**config.mk**
```make
export PLATFORM = sky130hd
export DESIGN_NAME = serial_addsub
export DESIGN_NICKNAME = d
export VERILOG_FILES = /design/src/rtl/serial_addsub.sv
export SDC_FILE = /design/constraint.sdc
export NUM_CORES = 1
export LEC_CHECK = 0
export ABC_AREA = 1
export BUFFER_PORTS_ARGS = -buffer_cell sky130_fd_sc_hd__clkbuf_2
export CAP_MARGIN = 20
export CORE_MARGIN = 4
export CORE_UTILIZATION = 45
export DETAILED_ROUTE_END_ITERATION = 8
export PLACE_DENSITY = 0.66
export SYNTH_ARGS = -nofsm -noshare
export SYNTH_HDL_FRONTEND = slang
export SYNTH_SLANG_ARGS = --single-unit
```
**constraint.sdc**
```tcl
create_clock -name clk -period 2.9 [get_ports clk]
set_input_delay 0.725 -clock clk [delete_from_list [all_inputs] [get_ports clk]]
set_output_delay 0.725 -clock clk [all_outputs]
set_load 0.02 [all_outputs]
```
**src/rtl/serial_addsub.sv**
```systemverilog
// Bit-serial adder/subtractor: one full-adder cell and a registered
// carry, LSB first, WIDTH cycles per operation plus one DONE cycle.
module serial_addsub #(
  parameter int WIDTH = 8
) (
  input  logic             clk,
  input  logic             rst_n,
  input  logic             start,
  input  logic             sub,
  input  logic [WIDTH-1:0] a,
  input  logic [WIDTH-1:0] b,
  input  logic             cin,
  output logic             busy,
  output logic             done,
  output logic [WIDTH-1:0] sum,
  output logic             cout,
  output logic             ovf
);

  localparam int CW = $clog2(WIDTH + 1);

  typedef enum logic [1:0] {
    IDLE,
    RUN,
    DONE
  } state_e;

  state_e           state_q;
  logic [WIDTH-1:0] a_q;
  logic [WIDTH-1:0] b_q;
  logic [WIDTH-1:0] res_q;
  logic [WIDTH-1:0] sum_q;
  logic [CW-1:0]    cnt_q;
  logic             c_q;
  logic             cout_q;
  logic             ovf_q;
  logic             busy_q;
  logic             done_q;

  logic             a_bit;
  logic             b_bit;
  logic             s_bit;
  logic             c_d;
  logic             last;
  logic [WIDTH-1:0] res_d;

  // Operands shift right, so the live bit is always at position 0.
  always_comb begin
    a_bit = a_q[0];
    b_bit = b_q[0];
    s_bit = a_bit ^ b_bit ^ c_q;
    c_d   = (a_bit & b_bit) | (c_q & (a_bit ^ b_bit));
    res_d = res_q | (WIDTH'(s_bit) << cnt_q);
    last  = (cnt_q == CW'(WIDTH - 1));
  end

  always_ff @(posedge clk or negedge rst_n) begin
    if (!rst_n) begin
      state_q <= IDLE;
      a_q     <= '0;
      b_q     <= '0;
      res_q   <= '0;
      sum_q   <= '0;
      cnt_q   <= '0;
      c_q     <= 1'b0;
      cout_q  <= 1'b0;
      ovf_q   <= 1'b0;
      busy_q  <= 1'b0;
      done_q  <= 1'b0;
    end else begin
      unique case (state_q)
        IDLE: begin
          if (start) begin
            a_q     <= a;
            b_q     <= b ^ {WIDTH{sub}};
            c_q     <= sub | cin;
            cnt_q   <= '0;
            res_q   <= '0;
            busy_q  <= 1'b1;
            state_q <= RUN;
          end
        end
        RUN: begin
          a_q   <= a_q >> 1;
          b_q   <= b_q >> 1;
          c_q   <= c_d;
          res_q <= res_d;
          cnt_q <= cnt_q + CW'(1);
          if (last) begin
            sum_q   <= res_d;
            cout_q  <= c_d;
            ovf_q   <= c_q ^ c_d;
            busy_q  <= 1'b0;
            done_q  <= 1'b1;
            state_q <= DONE;
          end
        end
        DONE: begin
          done_q  <= 1'b0;
          state_q <= IDLE;
        end
        default: begin
          busy_q  <= 1'b0;
          done_q  <= 1'b0;
          state_q <= IDLE;
        end
      endcase
    end
  end

  assign busy = busy_q;
  assign done = done_q;
  assign sum  = sum_q;
  assign cout = cout_q;
  assign ovf  = ovf_q;

endmodule

```
# ---- Yosys cells after proc, flatten, opt, wreduce, memory -nomap -nowiden
# Index checks and enable logic that the tools add are counted.
# W data, S select, Z words.
dict set report totals {
  ff_bits 43
  input_bits 21
  output_inout_bits 12
  elab_cells 54
}
dict set report classes {
  add_sub_neg 1
  eq_ne 5
  shift 1
  mux 18
  bitwise_logic 11
  reduce_logical 7
}
# cell n
set op_table {}
lappend op_table {{$pmux W8 S2} 3}
lappend op_table {{$mux W8} 3}
lappend op_table {{$or A8 B8 Y8} 1}
lappend op_table {{$pmux W4 S2} 1}
lappend op_table {{$reduce_and A2 Y1} 4}
lappend op_table {{$shl A1 B4 Y8} 1}
lappend op_table {{$xor A8 B8 Y8} 1}
lappend op_table {{$add A4 B1 Y4 const B} 1}
lappend op_table {{$eq A4 B3 Y1 const B} 1}
lappend op_table {{$mux W1} 4}
lappend op_table {{$mux W2} 2}
lappend op_table {{$mux W4} 1}
lappend op_table {{$ne A2 B2 Y1 const B} 2}
lappend op_table {{$pmux W1 S2} 2}
lappend op_table {{$pmux W2 S2} 1}
lappend op_table {{$pmux W1 S3} 1}
lappend op_table {{$reduce_and A3 Y1} 1}
lappend op_table {{$xor A1 B1 Y1} 3}
lappend op_table {{$and A1 B1 Y1} 2}
lappend op_table {{$eq A2 B1 Y1 const B} 1}
lappend op_table {{$eq A2 B2 Y1 const B} 1}
lappend op_table {{$logic_not A2 Y1} 1}
lappend op_table {{$not A1 Y1} 2}
lappend op_table {{$or A1 B1 Y1} 2}
lappend op_table {{$reduce_bool A2 Y1} 1}

# ---- Longest topological paths before layout
# Gate-level depths: netlist (run 1).
dict set report depth {
  ltp_word 5
  mapped_depth 7
  ltp_nobuf 7
}

# ---- Worst setup path before layout (run 1)
# No wires, ideal clock.
dict set report synth_timing {
  path_kind {input port to flip-flop}
  from {in start}
  to {reg b_q[5]}
  setup_ns 0.068
  arrival_ns 1.318
  path_slack_ns 1.513
  path_stages 5
  n_path_buf 1
  path_cell_list {nand2_2 -> nor2_2 -> buf_4 -> nand2_1 -> nand3_1}
}
dict set report synth_between {
  elab_chain_cells 2
}
# item line
set synth_rtl {}
lappend synth_rtl {{start: declaration} 8} ;# input logic start,
lappend synth_rtl {{$ne A2 B2 Y1 (no source line)} --}
lappend synth_rtl {{$reduce_and A2 Y1 (no source line)} --}
lappend synth_rtl {{end signal: assignment} 75} ;# b_q <= b ^ {WIDTH{sub}};
lappend synth_rtl {{end signal: assignment} 85} ;# b_q <= b_q >> 1;
lappend synth_rtl {{end: declaration} 30} ;# logic [WIDTH-1:0] b_q;
# No other way between the ends.
# A chain may end at the register's enable or synchronous reset.

# ---- Worst setup path in the final report (run 1)
dict set report layout_timing {
  from {reg state_q[0]}
  to {reg sum_q[7] (netlist: sum[7])}
}
dict set report layout_between {
  elab_chain_cells 2
}
# item line
set layout_rtl {}
lappend layout_rtl {{start: declaration} 28} ;# state_e state_q;
lappend layout_rtl {{start signal: assignment} 59} ;# state_q <= IDLE;
lappend layout_rtl {{start signal: assignment} 80} ;# state_q <= RUN;
lappend layout_rtl {{start signal: assignment} 95} ;# state_q <= DONE;
lappend layout_rtl {{$eq A2 B1 Y1} 71} ;# unique case (state_q)
lappend layout_rtl {{$reduce_and A2 Y1 (no source line)} --}
lappend layout_rtl {{end signal: assignment} 90} ;# sum_q <= res_d;
lappend layout_rtl {{end: declaration} 32} ;# logic [WIDTH-1:0] sum_q;
# No other way between the ends.

==> results.md, run 1 <==
- # diodes: 0
- First-pass GRT wire length: 7070 um
- Pin count of the biggest net entering global routing: 26
- Antenna violations before repair: 0
- Nets: 300
- Fin. Hold Viols: 0
- Warnings, synthesis: 0
- Final Cell Area: 0.00234 mm2
- CP arrival: 2.10 ns
- Largest family of logic cells by synthesized area: simple AND/OR/NAND/NOR gates
- Cell area after placement: 0.00221 mm2
- Mux cell area share after synthesis: 0%
- CTS max path bufs: 2
- DP Wirelength: 2890 um
- Share of layout cells above drive strength 1: 18.3%
- Detail Route Antenna Nets: 0
- Total wire length: 4030 um
- Starting Density: 46.2%
- Required time of the worst setup path: 3.13 ns
- DRC viols: 0
- Min cycle time layout: 1.87 ns
- Post-synth top area share: 53.5%
- Vias: 1592
- CP peak stage delay: 0.46 ns
- CTS-repair resized insts: 0
- Worst-path clk slew: 0.08 ns
- Synth Area in Simple Gates: 29.2%
- Setup Fix Bufs, Post-CTS: 0
- Largest area contributor in the netlist: dfrtp_1
- Worst slew margin: 49.5%
- Die area: 0.00560 mm2
- Via density: 4.82
- Final clock skew: 0.00729 ns
- Synth Area in Compound Gates: 4.66%
- HP Class: input pin to async pin
- PortBufs: 32
- I/O pin count: 33
- Max-slew violation count: 0
- Fillers: 431
- Final setup violation count: 0
- Worst-path maximum fanout: 25
- Die width: 74.9 um
- Number of global-route vias before repair: 1636
- Setup tns final: 0 ns
- Gpl congestion: 0.874
- F_max: 0.535 GHz
- Status: complete, no violations
- CTS tree: yes
- Post-synthesis sequential area ratio: 53.5%
- RR Startpoint: state_q[0]$_DFFE_PN0P_
- H-tree depth: 2
- Adder-Cell Fraction of Synth Area: 1.62%
- Top-count cell post-synth: nand2_1
- Post-DR wirelength/cell: 12.2 um
- Global route overflow: 0
- Hold Worst Slack: 0.400 ns
- Setup CP Type: flip-flop to flip-flop
- First-iteration detailed-routing DRC count: 110
- Library cells used by synthesis: 22
- Top_reg_cell synth: dfrtp_1
- Period utilisation layout: 64.4%
- Num CTS Buffers: 5
- CP max stage cell: nor2_4
- Most frequent cells after synthesis: nand2_1 (100), dfrtp_1 (43), nand3_1 (26), inv_1 (25), o21ai_0 (9)
- Power Density: 1060 mW/mm2
- Worst Tran Pin Value: 0.757 ns
- Total GRT Usage: 16.6%
- LEAKAGE: 1.28 nW
- Ys async rst share: 100%
- Fraction of synthesized cell area in xor and xnor cells: 3.92%
- Clk Latency, worst-skew pair: 0.30 ns
- Worst setup SP type: flip-flop
- Synth Register Bits: 43
- Area growth syn-to-layout: 16.2%
- Post-synth EDFFs: 0
- Mapped Area: 0.00201 mm2
- DR pass1 iterations: 5
- Syn_nets: 267
- CP endpoint kind: flip-flop
- Crit path top cell by count: nand2_1
- Die Span Y: 74.9 um
- Core Region: 0.00435 mm2
- Worst-path cell chain: inv_1 > nor2_4 > nand3_2 > inv_2 > nand2_1 > nand2_1
- Largest cells by area after synthesis: dfrtp_1 (53%), nand2_1 (19%), nand3_1 (6.5%)
- Max cap viols: 0
- Gate Count Post-Synth: 244
- Row count: 24
- Synth Area per Inst: 8.25 um2
- CTS sink cnt: 43
- Crit path launch: state_q[0]$_DFFE_PN0P_
- Maximum vdd drop: 0.346 mV
- Root Buffer: clkbuf_8
- RSZ-0062 raised after global routing: no
- Hold-fix buffers at CTS: 0
==> placed cells by master (no fill, tap or decap) <==
cell type | Yosys | routed
a21oi_1 | 8 | 8
buf_4 | 3 | 2
bufinv_16 | 0 | 2
clkbuf_1 | 1 | 1
clkbuf_2 | 0 | 32
clkbuf_8 | 0 | 5
dfrtp_1 | 43 | 43
fa_1 | 1 | 1
ha_1 | 1 | 1
inv_1 | 25 | 25
inv_2 | 1 | 1
nand2_1 | 100 | 100
nand2_2 | 1 | 1
nand3_1 | 26 | 26
nand3_2 | 1 | 1
nand4_1 | 1 | 1
nor2_1 | 3 | 3
nor2_2 | 2 | 2
nor2_4 | 2 | 2
o21ai_0 | 9 | 9
o21ai_2 | 1 | 1
or2_2 | 2 | 2
xnor2_1 | 1 | 1
xor2_1 | 8 | 8
==> flip-flops by register name (all words and copies together), names as in the netlist <==
signal	flops
cnt_q	4
b_q	8
a_q	8
cout	1
ovf	1
res_q	8
state_q	2
busy	1
c_q	1
done	1
sum	8
==> cell type report <==
cell class                 count  area (um2)  area share, %
multi-input combinational    167         792           33.9
clock inverter                 2        60.1           2.57
inverter                      26        97.6           4.17
tap                           52        65.1           2.78
timing repair buffer          34         175           7.49
clock buffer                   6        72.6           3.10
sequential                    43        1080           46.0
==> logic make-up (layout without fill, tap and decap cells) <==
kind of cell | after synthesis | in the layout
and+or+nand+nor | 138 | 138
DFF | 43 | 43
buffers and inverters | 34 | 68
AOI/OAI and AO/OA | 18 | 18
xor gates and xnor gates | 9 | 9
adders and majority gates | 2 | 2
==> metrics by stage <==
step	utilization [%]	setup WS (ns)	cells	power (W)
after detailed placement	50.7	0.918	322	0.00195
after global placement	50.7	0.948	322	0.00192
after floorplan	-	1.51	244	0.00169
after global routing	53.7	0.790	330	0.00269
final	53.7	1.03	330	0.00247
after CTS	53.7	0.991	330	0.00250
==> where the power goes <==
group | total (W) | switching, W | internal [W]
clock network | 0.000550 | 0.000205 | 0.000344
logic | 0.000915 | 0.000598 | 0.000317
registers | 0.00100 | 0.000161 | 0.000842
total | 0.00247 | 0.000964 | 0.00150
==> worst max-delay path: cells and delay by family, from the launching register on <==
family,cells,cell delay [ns]
flops,1,0.40
buf+inv,2,0.36
simple gates,4,1.04
==> layer usage <==
layer | GRT usage [%] | vias up | wire, um | part of all wire (%)
met5 | 0 | - | 0 | 0
met4 | 7.11 | 0 | 54 | 1.3
met3 | 3.60 | 7 | 217 | 5.4
met2 | 29.6 | 32 | 1950 | 48
met1 | 19.2 | 736 | 1810 | 45
li1 | - | 817 | - | -
==> worst paths after layout <==
kind | to | slack, ns | cells past startpoint
max | sum[7]$_DFFE_PN0P_ | 1.03 | 6
min | res_q[5]$_DFFE_PN0P_ | 0.40 | 2
max reg2reg | sum[7]$_DFFE_PN0P_ | 1.03 | 6
min reg2reg | sum[3]$_DFFE_PN0P_ | 0.48 | 2
max in group asynchronous | a_q[6]$_DFFE_PN0P_ | 2.26 | 2
min in group clk | sum[3]$_DFFE_PN0P_ | 0.48 | 2
(Power assumes the default switching activity.)
==> run 2, diff against run 1 <==
Settings changed: ABC_AREA 1 to 0, PLACE_DENSITY 0.66 to 0.69.
Clock period 2.9 ns to 1.7 ns, I/O delays scaled along.
==> run 2 against run 1 <==
- fmax is 19% higher
- critical path type unchanged
- register-to-register slack worse by 0.90 ns
- largest cell class unchanged
- count of clock-buffer cells in the layout is 1 higher
- flip-flop and latch count stayed put
- routed wire length is 1.0% higher
- clock power is 12% higher
- combinational power is 110% higher
==> results.md, run 2 <==
- Status: complete, no violations
- Via density: 5.60
- Root Buffer: clkbuf_8
- Commonest non-fill, non-tap cell in the layout: dfrtp_1
- Library cells used by synthesis: 31
- Antenna violations before repair: 0
- Syn_nets: 210
- Die area: 0.00555 mm2
- Most frequent cells after synthesis: dfrtp_1 (43), a21oi_1 (33), o22ai_1 (29), inv_1 (8)
- Vias: 1539
- Hold-fix buffers at CTS: 0
- Post-synthesis sequential area ratio: 54.0%
- CP peak stage delay: 0.56 ns
- H-tree depth: 2
- Total wire length: 4070 um
- Setup CP Type: flip-flop to flip-flop
- DRC viols: 0
- Worst Tran Pin Value: 0.461 ns
- Met3 WL: 223 um
- Max-slew violation count: 0
- DR pass1 iterations: 4
- Area growth syn-to-layout: 18.3%
- Post-synth EDFFs: 0
- Maximum vdd drop: 0.885 mV
- Power Density: 1880 mW/mm2
- Max cap viols: 0
- RSZ-0062 raised after global routing: no
- Crit path top cell by count: a21oi_1
- Min cycle time layout: 1.57 ns
- Row count: 23
- Final clock skew: 0.00637 ns
- F_max: 0.636 GHz
- PortBufs: 32
- Most frequent cells in the layout: dfrtp_1 (43), a21oi_1 (33), clkbuf_2 (32)
- Worst-path cell chain: inv_1 > fa_1 > nor2b_1 > buf_4 > a21oi_1 > a21oi_1
- CP endpoint kind: flip-flop
- Top-count cell post-synth: dfrtp_1
- Largest cells by area after synthesis: dfrtp_1 (54%), o22ai_1 (9.1%), a21oi_1 (8.3%)
- CTS max path bufs: 2
- Post-synth top area share: 54.0%
- # diodes: 0
- Gate Count Post-Synth: 187
- Synth Area per Inst: 10.7 um2
- Gpl congestion: 0.789
- CTS tree: yes
- Die width: 74.5 um
- First-iteration detailed-routing DRC count: 57
- DP Wirelength: 2800 um
- I/O pin count: 33
- Worst slew margin: 69.2%
- Storage cell area: 0.00108 mm2
- Period utilisation layout: 92.5%
- Final setup violation count: 0
- Pin count of the biggest net entering global routing: 44
- Worst-path maximum fanout: 2
- Nets: 247
- Multi-input gate area: 840 um2
- HP Class: input pin to async pin
- Worst setup SP type: flip-flop
- Num CTS Buffers: 5
- Setup tns final: 0 ns
- Pre-CTS setup slack: 0.0306 ns
- CP arrival: 1.75 ns
- Uppermost layer routed: met4
- DR WL met2: 1870 um
- Fin. Hold Viols: 0
- Post-DR wirelength/cell: 14.8 um
- Required time of the worst setup path: 1.88 ns
- LEAKAGE: 1.09 nW
- Worst-path clk slew: 0.08 ns
- Total GRT Usage: 16.7%
- Global route overflow: 0
- Ys async rst share: 100%
- Clk Latency, worst-skew pair: 0.30 ns
- Warnings, synthesis: 0
- Top_reg_cell synth: dfrtp_1
- Share of layout cells above drive strength 1: 26.2%
- Starting Density: 48.1%
- Final core occ: 56.9%
- First-pass GRT wire length: 7110 um
- Mapped Area: 0.00199 mm2
- CP max stage cell: fa_1
- Met1 wire length: 1920 um
- Detail Route Antenna Nets: 0
- Number of global-route vias before repair: 1545
- Core Region: 0.00414 mm2
- Setup Fix Bufs, Post-CTS: 0
- Synth Register Bits: 43
- Fillers: 361
- Largest area contributor in the netlist: dfrtp_1
- CTS sink cnt: 43
- Die Span Y: 74.5 um
- PnR worst setup slack: 0.127 ns
- Hold Worst Slack: 0.0866 ns
run 2: cell types whose count changed after synthesis, sizes merged, moves of 4 or more:
cell / delta
o22ai: +29
mux2: +5
a21oi: +25
o21ai: -7
inv: -18
nand3: -25
nand2: -96
nor2b: +4
clkbuf: +4
a22o: +7
run 2: final cells by class:
cell class / instances / area share, %
Multi-Input combinational cell: 121 / 35.6
Timing Repair Buffer: 44 / 11.2
Clock buffer: 7 / 3.24
Sequential cell: 43 / 45.7
Tap cell: 50 / 2.66
Clock inverter: 1 / 0.212
Inverter: 9 / 1.43
run 2: repair_timing:
item | CTS | global route
pin swaps | 0 | 1
hold endpoints to repair | 0 | 0
gates resized for setup | 1 | 4
endpoints found under the setup margin | 2 | 4
run 2: cell families (layout without fill, tap and decap cells):
kind of cell / Yosys count / after routing / share of synthesized area [%]
AOI/OAI and AO/OA: 77 / 77 / 23.3
xor gates and xnor gates: 9 / 9 / 3.96
muxes: 7 / 7 / 4.40
and+or+nand+nor: 26 / 26 / 7.22
DFF: 43 / 43 / 54.0
adders and majority gates: 2 / 2 / 1.63
buffers and inverters: 23 / 61 / 5.46
run 2: per-layer routing:
layer,vias to the layer above,track usage [%]
met3,7,4.86
met2,37,25.6
met1,739,22.9
met5,-,0
li1,756,-
met4,0,5.34
run 2: per-stage QoR:
stage               total power, W  instance area (um2)  cells
finish                     0.00444                 2360    275
global route               0.00482                 2360    275
CTS                        0.00439                 2330    275
detailed placement         0.00375                 2240    267
global placement           0.00371                 2240    267
floorplan                  0.00318                 1990    187
run 2: worst max-delay path, delay by kind of cell (launching register included):
family                     cells  cell delay (ns)
adders and majority gates      1             0.56
DFF                            1             0.36
AOI/OAI and AO/OA              2             0.26
buffers and inverters          2             0.19
and+or+nand+nor                1             0.07
run 2: path summary, 6_finish.rpt:
kind	from	end	slack, ns	cells after the start
worst max-delay path	a_q[0]$_DFFE_PN0P_	sum[7]$_DFFE_PN0P_	0.13	6
max in group asynchronous	rst_n	res_q[1]$_DFFE_PN0P_	1.40	2
worst min-delay path	rst_n	sum[0]$_DFFE_PN0P_	0.09	2
worst max register to register	a_q[0]$_DFFE_PN0P_	sum[7]$_DFFE_PN0P_	0.13	6
min in group clk	a[3]	a_q[3]$_DFFE_PN0P_	0.42	3
worst min register to register	done$_DFFE_PN0P_	done$_DFFE_PN0P_	0.50	1
run 2: power by group:
part | switching, W | leakage, nW | internal [W]
Clock | 0.000329 | 0.0422 | 0.000288
Combinational | 0.00102 | 0.524 | 0.000922
Sequential | 0.000382 | 0.525 | 0.00150
Total | 0.00173 | 1.09 | 0.00271
